File: config.mk
export PLATFORM = sky130hd
export DESIGN_NAME = link_sdr_upstream_tx
export DESIGN_NICKNAME = d
export VERILOG_FILES = /design/src/rtl/link_sdr_upstream_tx.sv
export SDC_FILE = /design/constraint.sdc
export NUM_CORES = 1
export LEC_CHECK = 0
export BUFFER_PORTS_ARGS = -buffer_cell sky130_fd_sc_hd__buf_4
export CAP_MARGIN = 40
export CORE_UTILIZATION = 45
export CTS_CLUSTER_SIZE = 20
export DETAILED_ROUTE_END_ITERATION = 7
export PLACE_DENSITY_LB_ADDON = 0.12
export SETUP_SLACK_MARGIN = 0.4
export SLEW_MARGIN = 0
export SYNTH_ARGS = -nofsm -noshare
export SYNTH_HDL_FRONTEND = slang
export SYNTH_SLANG_ARGS = --single-unit
File: constraint.sdc
create_clock -name clk -period 3.3 [get_ports clk]
set_input_delay 0.66 -clock clk [delete_from_list [all_inputs] [get_ports clk]]
set_output_delay 0.66 -clock clk [all_outputs]
set_load 0.005 [all_outputs]
File: src/rtl/link_sdr_upstream_tx.sv
// Transmit side of the SDR link: buffers core words in a small FIFO and
// serializes each one LSB-first into channel-width beats, gated by credits
// that the downstream receiver hands back through token_i edges.
module link_sdr_upstream_tx #(
  parameter int width_p             = 32,
  parameter int channel_width_p     = 8,
  parameter int fifo_els_p          = 2,
  parameter int num_credits_p       = 16,
  parameter int credit_decimation_p = 4
) (
  input  logic                               clk,
  input  logic                               rst_n,
  input  logic [width_p-1:0]                 core_data_i,
  input  logic                               core_valid_i,
  output logic                               core_ready_o,
  output logic [channel_width_p-1:0]         io_data_o,
  output logic                               io_valid_o,
  input  logic                               token_i,
  output logic [$clog2(num_credits_p+1)-1:0] credit_cnt_o,
  output logic                               credit_err_o
);

  localparam int beats_lp  = width_p / channel_width_p;
  localparam int beat_w_lp = (beats_lp > 1) ? $clog2(beats_lp) : 1;
  localparam int ptr_w_lp  = $clog2(fifo_els_p);
  localparam int cnt_w_lp  = $clog2(fifo_els_p + 1);
  localparam int cred_w_lp = $clog2(num_credits_p + 1);
  localparam int ext_w_lp  = cred_w_lp + 2;

  localparam logic [0:0] st_idle = 1'b0;
  localparam logic [0:0] st_send = 1'b1;

  localparam logic [beat_w_lp-1:0] last_beat_lp    = beat_w_lp'(beats_lp - 1);
  localparam logic [ptr_w_lp-1:0]  last_ptr_lp     = ptr_w_lp'(fifo_els_p - 1);
  localparam logic [cnt_w_lp-1:0]  full_cnt_lp     = cnt_w_lp'(fifo_els_p);
  localparam logic [ext_w_lp-1:0]  max_cred_ext_lp = ext_w_lp'(num_credits_p);
  localparam logic [ext_w_lp-1:0]  dec_ext_lp      = ext_w_lp'(credit_decimation_p);
  localparam logic [ext_w_lp-1:0]  one_ext_lp      = ext_w_lp'(1);
  localparam logic [cred_w_lp-1:0] max_cred_lp     = cred_w_lp'(num_credits_p);

  logic [width_p-1:0]         mem_q [fifo_els_p];
  logic [width_p-1:0]         mem_d [fifo_els_p];
  logic [ptr_w_lp-1:0]        wptr_q, wptr_d;
  logic [ptr_w_lp-1:0]        rptr_q, rptr_d;
  logic [cnt_w_lp-1:0]        count_q, count_d;
  logic [0:0]                 state_q, state_d;
  logic [beat_w_lp-1:0]       beat_q, beat_d;
  logic [width_p-1:0]         shift_q, shift_d;
  logic [channel_width_p-1:0] io_data_q, io_data_d;
  logic                       io_valid_q, io_valid_d;
  logic [cred_w_lp-1:0]       credit_q, credit_d;
  logic                       err_q, err_d;
  logic                       token_prev_q, token_prev_d;

  logic                       fifo_empty;
  logic                       fifo_full;
  logic                       enq;
  logic                       load;
  logic                       token_rise;
  logic [width_p-1:0]         head;
  logic [ext_w_lp-1:0]        credit_ext;

  // Next-state logic for the FIFO, serializer FSM and credit counter.
  always_comb begin
    mem_d        = mem_q;
    wptr_d       = wptr_q;
    rptr_d       = rptr_q;
    count_d      = count_q;
    state_d      = state_q;
    beat_d       = beat_q;
    shift_d      = shift_q;
    io_data_d    = io_data_q;
    io_valid_d   = io_valid_q;
    credit_d     = credit_q;
    err_d        = err_q;
    token_prev_d = token_i;
    load         = 1'b0;

    fifo_empty = (count_q == '0);
    fifo_full  = (count_q == full_cnt_lp);
    enq        = core_valid_i & ~fifo_full;
    head       = mem_q[rptr_q];
    token_rise = token_i & ~token_prev_q;

    // IDLE only trusts the registered count; chaining off the last beat may
    // also spend a credit that is being returned in the very same cycle.
    case (state_q)
      st_idle: begin
        if (!fifo_empty && (credit_q != '0)) load = 1'b1;
      end
      st_send: begin
        if (beat_q == last_beat_lp) begin
          if (!fifo_empty && ((credit_q != '0) || token_rise)) begin
            load = 1'b1;
          end else begin
            state_d    = st_idle;
            io_valid_d = 1'b0;
          end
        end else begin
          io_data_d = shift_q[channel_width_p-1:0];
          shift_d   = shift_q >> channel_width_p;
          beat_d    = beat_q + 1'b1;
        end
      end
      default: state_d = st_idle;
    endcase

    if (load) begin
      state_d    = st_send;
      io_valid_d = 1'b1;
      io_data_d  = head[channel_width_p-1:0];
      shift_d    = head >> channel_width_p;
      beat_d     = '0;
      rptr_d     = (rptr_q == last_ptr_lp) ? '0 : rptr_q + 1'b1;
    end

    if (enq) begin
      mem_d[wptr_q] = core_data_i;
      wptr_d        = (wptr_q == last_ptr_lp) ? '0 : wptr_q + 1'b1;
    end

    case ({enq, load})
      2'b10:   count_d = count_q + 1'b1;
      2'b01:   count_d = count_q - 1'b1;
      default: count_d = count_q;
    endcase

    // Never underflows: a load always has either a stored or a returning credit.
    credit_ext = {2'b00, credit_q} + (token_rise ? dec_ext_lp : '0) - (load ? one_ext_lp : '0);
    if (credit_ext > max_cred_ext_lp) begin
      credit_d = max_cred_lp;
      err_d    = 1'b1;
    end else begin
      credit_d = credit_ext[cred_w_lp-1:0];
    end
  end

  // State registers; reset drops any partial packet and refills the credits.
  always_ff @(posedge clk or negedge rst_n) begin
    if (!rst_n) begin
      for (int i = 0; i < fifo_els_p; i++) mem_q[i] <= '0;
      wptr_q       <= '0;
      rptr_q       <= '0;
      count_q      <= '0;
      state_q      <= st_idle;
      beat_q       <= '0;
      shift_q      <= '0;
      io_data_q    <= '0;
      io_valid_q   <= 1'b0;
      credit_q     <= max_cred_lp;
      err_q        <= 1'b0;
      token_prev_q <= 1'b0;
    end else begin
      mem_q        <= mem_d;
      wptr_q       <= wptr_d;
      rptr_q       <= rptr_d;
      count_q      <= count_d;
      state_q      <= state_d;
      beat_q       <= beat_d;
      shift_q      <= shift_d;
      io_data_q    <= io_data_d;
      io_valid_q   <= io_valid_d;
      credit_q     <= credit_d;
      err_q        <= err_d;
      token_prev_q <= token_prev_d;
    end
  end

  assign core_ready_o = ~fifo_full;
  assign io_data_o    = io_data_q;
  assign io_valid_o   = io_valid_q;
  assign credit_cnt_o = credit_q;
  assign credit_err_o = err_q;

endmodule

Word level (Yosys, flattened, before mapping). Index checks and enable logic that the tools add are counted.

Bits in registers: 119. Bits of input ports: 36. Logic and storage cells: 81.

Add/sub/neg operators: 7. Order comparisons: 4. Eq/ne operators: 6. Multiplexer cells: 32. Bitwise gates (word level): 7. Reduce and logical (&&, ||, !) cells: 12.

Operator list (count): $mux W32 (7); $bwmux W64 (1); $demux W32 S1 (1); $mux W8 (3); $mux W1 (13); $gt A7 B5 Y1 const B (1); $sub A6 B1 Y7 (1); $add A5 B3 Y6 (1); $eq A2 B2 Y1 const B (3); $mux W2 (3); $reduce_bool A2 Y1 (3); $mux W5 (1); $reduce_bool A5 Y1 (1); $add A2 B1 Y2 const B (2); $ge A2 B2 Y1 const B (2); $ne A2 B2 Y1 const B (2); $not A1 Y2 (2); $pmux W2 S2 (1); $logic_and A1 B1 Y1 (3); $mux W3 (1); $not A1 Y1 (3); $reduce_and A3 Y1 (1); $add A1 B1 Y1 const B (2); $and A1 B1 Y1 (2); 8 further kinds (8).

Longest topological paths before layout.
Depth in word-level cells: 11. Mapped depth: 17. Gate-level depth less buffers: 15.

Worst setup path before layout. Ideal clock, no wire load.

Path kind: reg2reg. From: reg credit_q[1], in the netlist credit_cnt_o[1]. To: reg err_q, in the netlist credit_err_o. Setup time: 0.131 ns. Arrival time: 3.139 ns. Required time: 3.169 ns. Path slack: 0.030 ns. Stages on the path, launching flop included: 16. Buffers on the path: 1. Clock period less this slack: 3.270 ns. Cell sequence: dfrtp_1 -> or4_4 -> a311o_1 -> nand2_4 -> inv_4 -> buf_6 -> ha_1 -> inv_1 -> ha_1 -> inv_1 -> fa_1 -> inv_1 -> a21oi_1 -> o21bai_1 -> xnor2_1 -> or3_1.

Word-level cells in the longest chain between the ends: 9.

RTL lines: start: declaration (RTL line 51) `logic [cred_w_lp-1:0] credit_q, credit_d;`; start signal: assignment (RTL line 150) `credit_q <= max_cred_lp;`; start signal: assignment (RTL line 163) `credit_q <= credit_d;`; $reduce_bool A5 Y1 (RTL line 89, 93); $logic_or A1 B1 Y1 (RTL line 93) `if (!fifo_empty && ((credit_q != '0) || token_rise)) begin`; $logic_and A1 B1 Y1 (RTL line 93); $mux W1 (RTL line 93); $mux W1 (RTL line 92) `if (beat_q == last_beat_lp) begin`; $pmux W1 S2 (RTL line 87) `case (state_q)`; $mux W1 (RTL line 129) `credit_ext = {2'b00, credit_q} + (token_rise ? dec_ext_lp : '0) - (load ? one_ext_lp : '0);`; $sub A6 B1 Y7 * (RTL line 129); $gt A7 B5 Y1 * (RTL line 130) `if (credit_ext > max_cred_ext_lp) begin`; end signal: assignment (RTL line 164) `err_q <= err_d;`; end: declaration (RTL line 52) `logic err_q, err_d;`.

Mark *: on every way between the ends. The rest lies on a longest branch, timed or not. A chain may end at the register's enable or synchronous reset.

Worst setup path after layout.
From: reg credit_q[4], in the netlist credit_cnt_o[4]. To: reg err_q, in the netlist credit_err_o.

The elaborated chain is that of the path after synthesis.

==> flow_metrics.tcl <==
set metrics [dict create \
    htree_levels 3 \
    clockBufferDepth 2 \
    fin_hold_ws_ns 0.2586 \
    initial_utilization_pct 47.04 \
    dr.first_iter.drc_count 125 \
    critPathKind "reg2reg" \
    cts_num_sinks 111 \
    startpoint "credit_cnt_o[4]" \
    drive_above_1_share_pct 45.66 \
    finalSetupViolCount 0 \
    numCtsBuffers 9 \
    ys_seq_area_share_pct 56.21 \
    wl_met3_um 351 \
    num_io_pins 52 \
    syn_nets 423 \
    rows 37 \
    grt_use_total_pct 18.35 \
    min_period_ns 3.001 \
    layout.nets 491 \
    synth_cell_types 40 \
    hpwl_um 6327 \
    grt_pass1_wl_um 15880 \
    routed_wl_um 9551 \
    fmaxAchievable_ghz 0.3332 \
    top_layer "met4" \
    crit_chain "or4_4, a311o_1, nand2_4, inv_4, ha_4, inv_2, ha_4, inv_2, fa_2, buf_6, xor2_2, and4_1, o21ai_1, or3_1" \
    dieHeight_um 106.8 \
    routed-wl-met2_um 4610 \
    grt_max_degree 75 \
    yosys_warnings 0 \
    ctsHoldBuffers 0 \
    nFillCells 903 \
    synth_top_area_cell "dfrtp_1" \
    fp.dieW_um 106.8 \
    pwr_density_cell_nw_per_um2 1086 \
    hp-class "in2async" \
    p_leak_nw 2.663 \
    area_delta_synth_final_pct 19.46 \
    tightest_slew_ns 0.6424 \
    peakVddDrop_mv 0.5213 \
    worstReg2RegStart "credit_cnt_o[4]" \
    reg2reg_to "credit_err_o" \
    io_buffer_count 51 \
    end_kind "flop" \
    crit_end "credit_err_o" \
    synth_top_area_share_pct 55.68 \
    finalPower_mw 6.415 \
    grt_pass1_vias 3104 \
    antenna_cells 0 \
    drv_cap 0 \
    netlist_instances 376 \
    min_period_over_period_pct 90.94 \
    finalHoldViolCount 0 \
    grt_setup_unrepaired "true" \
    crit_fanout 2 \
    drtPass1Iterations 5 \
    arrival_ns 3.25 \
    routabilityCongestion 0.7998 \
    cp_slowest_cell "or4_4" \
    tns_ns 0 \
    ys_seq_elements 111 \
    slew_viol_final 0 \
    coreArea_um2 10510 \
    ant_nets 0 \
    drt-vias-per-instance 5.232 \
    wl_met1_um 4509 \
    drc 0 \
    cts_tree "done" \
    synth_area_per_cell_um2 13.15 \
    dp.cells 555 \
    fin_skew_ns 0.008719 \
    slew_headroom_pct 57.17 \
    cts-root-buf "clkbuf_8" \
    ys_top_cells_by_area "dfrtp_1, mux2_2, mux2i_1" \
    die_area_um2 11410 \
    ff2ff_path_depth 14 \
    synth_area_um2 4943 \
    route.vias.total 3061 \
    drt-wirelength-per-cell_um 16.33 \
    r2r_setup_slack_ns 0.30 \
    start_kind "flop" \
    final_util_pct 56.20 \
    final_cells 585 \
    critical_path.max_stage_delay_ns 0.53 \
    insertion_delay_ns 0.37 \
    worstPathRequired_ns 3.54 \
    clk_pin_slew_ns 0.10 \
    antenna_found_initial 0 \
    grt_overflow 0 \
    outcome "finished, final reports clean" \
]
[sequential cells by signal, summed over array words and instances (netlist names)]
register and cells:
mem_q 64, shift_q 24, io_data_o 8, credit_cnt_o 5, beat_q 2, count_q 2, credit_err_o 1, io_valid_o 1
rptr_q 1, state_q 1, token_prev_q 1, wptr_q 1
[worst max-delay path, delay by kind of cell (launching register included)]
family                   cells  cell delay [ns]
AO/OA/AOI/OAI                2             0.37
XOR/XNOR                     1             0.12
adder cells (fa/ha/maj)      3             0.63
buffers and inverters        4             0.25
flip-flops                   1             0.38
AND/OR/NAND/NOR              4             1.12
[area by class of cell]
class / instances / area (um2) / area share (%)
flip-flops and latches: 111 / 2779 / 47.06
multi-input cells: 231 / 2073 / 35.11
repair buffers: 75 / 579.3 / 9.809
well taps: 136 / 170.2 / 2.881
clock buffers: 12 / 165.2 / 2.797
clock inverters: 4 / 76.32 / 1.292
inverters: 16 / 62.56 / 1.059
[through the flow]
step           setup WS, ns  area (um2)
4_1_cts              0.2833        5829
3_3_place_gp         0.2497        5518
6_report             0.2988        5906
2_1_floorplan        0.1214        4982
3_5_place_dp         0.1989        5518
5_1_grt              0.1795        5906
[metal layers]
layer / vias to the layer above / track usage, %
met3: 7 / 4.195
li1: 1460 / -
met5: - / 0
met1: 1538 / 25.10
met4: 0 / 4.990
met2: 56 / 29.40
[power by group]
| group | leakage [nW] | switching (mW) | total, mW | internal, mW |
|---|---|---|---|---|
| combinational | 1.20 | 1.44 | 3.06 | 1.62 |
| sequential | 1.34 | 0.383 | 2.43 | 2.04 |
| clock | 0.119 | 0.439 | 0.930 | 0.491 |
[Yosys cell counts (all sizes together)]
| library cell | n |
|---|---|
| dfrtp | 110 |
| mux2 | 71 |
| o21ai | 36 |
| mux2i | 25 |
| nand2 | 21 |
| inv | 16 |
| buf | 15 |
| nor2 | 12 |
| a21oi | 11 |
| ha | 10 |
| o22ai | 9 |
| a22oi | 8 |
| xnor2 | 6 |
| nor3 | 4 |
| clkbuf | 3 |
| nand2b | 3 |
| a21o | 2 |
| xor2 | 2 |
| a22o | 1 |
| a2bb2oi | 1 |
| a311o | 1 |
| and4 | 1 |
| dfstp | 1 |
| fa | 1 |
| nand3 | 1 |
| nor2b | 1 |
| o21bai | 1 |
| or2 | 1 |
| or3 | 1 |
| or4 | 1 |
[cells by family (layout without fill, tap and decap cells)]
logic type | Yosys count | after routing | synth area share [%]
AOI/OAI and AO/OA | 70 | 70 | 10.45
and+or+nand+nor | 46 | 46 | 4.379
DFF | 111 | 111 | 56.21
adders and majority gates | 11 | 11 | 2.936
buffers and inverters | 34 | 107 | 3.366
xor gates and xnor gates | 8 | 8 | 1.417
muxes | 96 | 96 | 21.24
[timing repair]
action / CTS / global route
pin swaps: 10 / 11
gates resized for setup: 2 / 9
buffers inserted: 9 / 5
endpoints found under the setup margin: 2 / 6
[cells in the final DEF, fill, tap and decap left out, types with 2 or more instances in the layout]
cell | synthesis | routed
nand2b_1 | 3 | 3
o22ai_2 | 9 | 9
inv_2 | 1 | 4
ha_4 | 0 | 2
a22oi_1 | 8 | 8
dfrtp_1 | 110 | 110
buf_4 | 1 | 73
o21ai_2 | 2 | 2
nor2_1 | 11 | 10
clkbuf_8 | 0 | 12
bufinv_16 | 0 | 2
o21ai_1 | 2 | 3
xnor2_1 | 6 | 5
o21ai_0 | 32 | 31
ha_1 | 10 | 8
a21oi_2 | 9 | 10
mux2i_1 | 25 | 25
a21o_1 | 2 | 2
nand2_1 | 20 | 20
mux2_2 | 71 | 71
inv_1 | 14 | 11
nor2_2 | 1 | 2
nor3_2 | 0 | 4
[worst min-delay path by stage]
stage | endpoint | slack, ns
floorplan | beat_q[0] | 0.36
global placement | shift_q[12] | 0.47
detailed placement | shift_q[23] | 0.47
CTS | credit_cnt_o[3] | 0.25
global route | credit_cnt_o[1] | 0.27
finish | credit_err_o | 0.26
(Power assumes the default switching activity.)
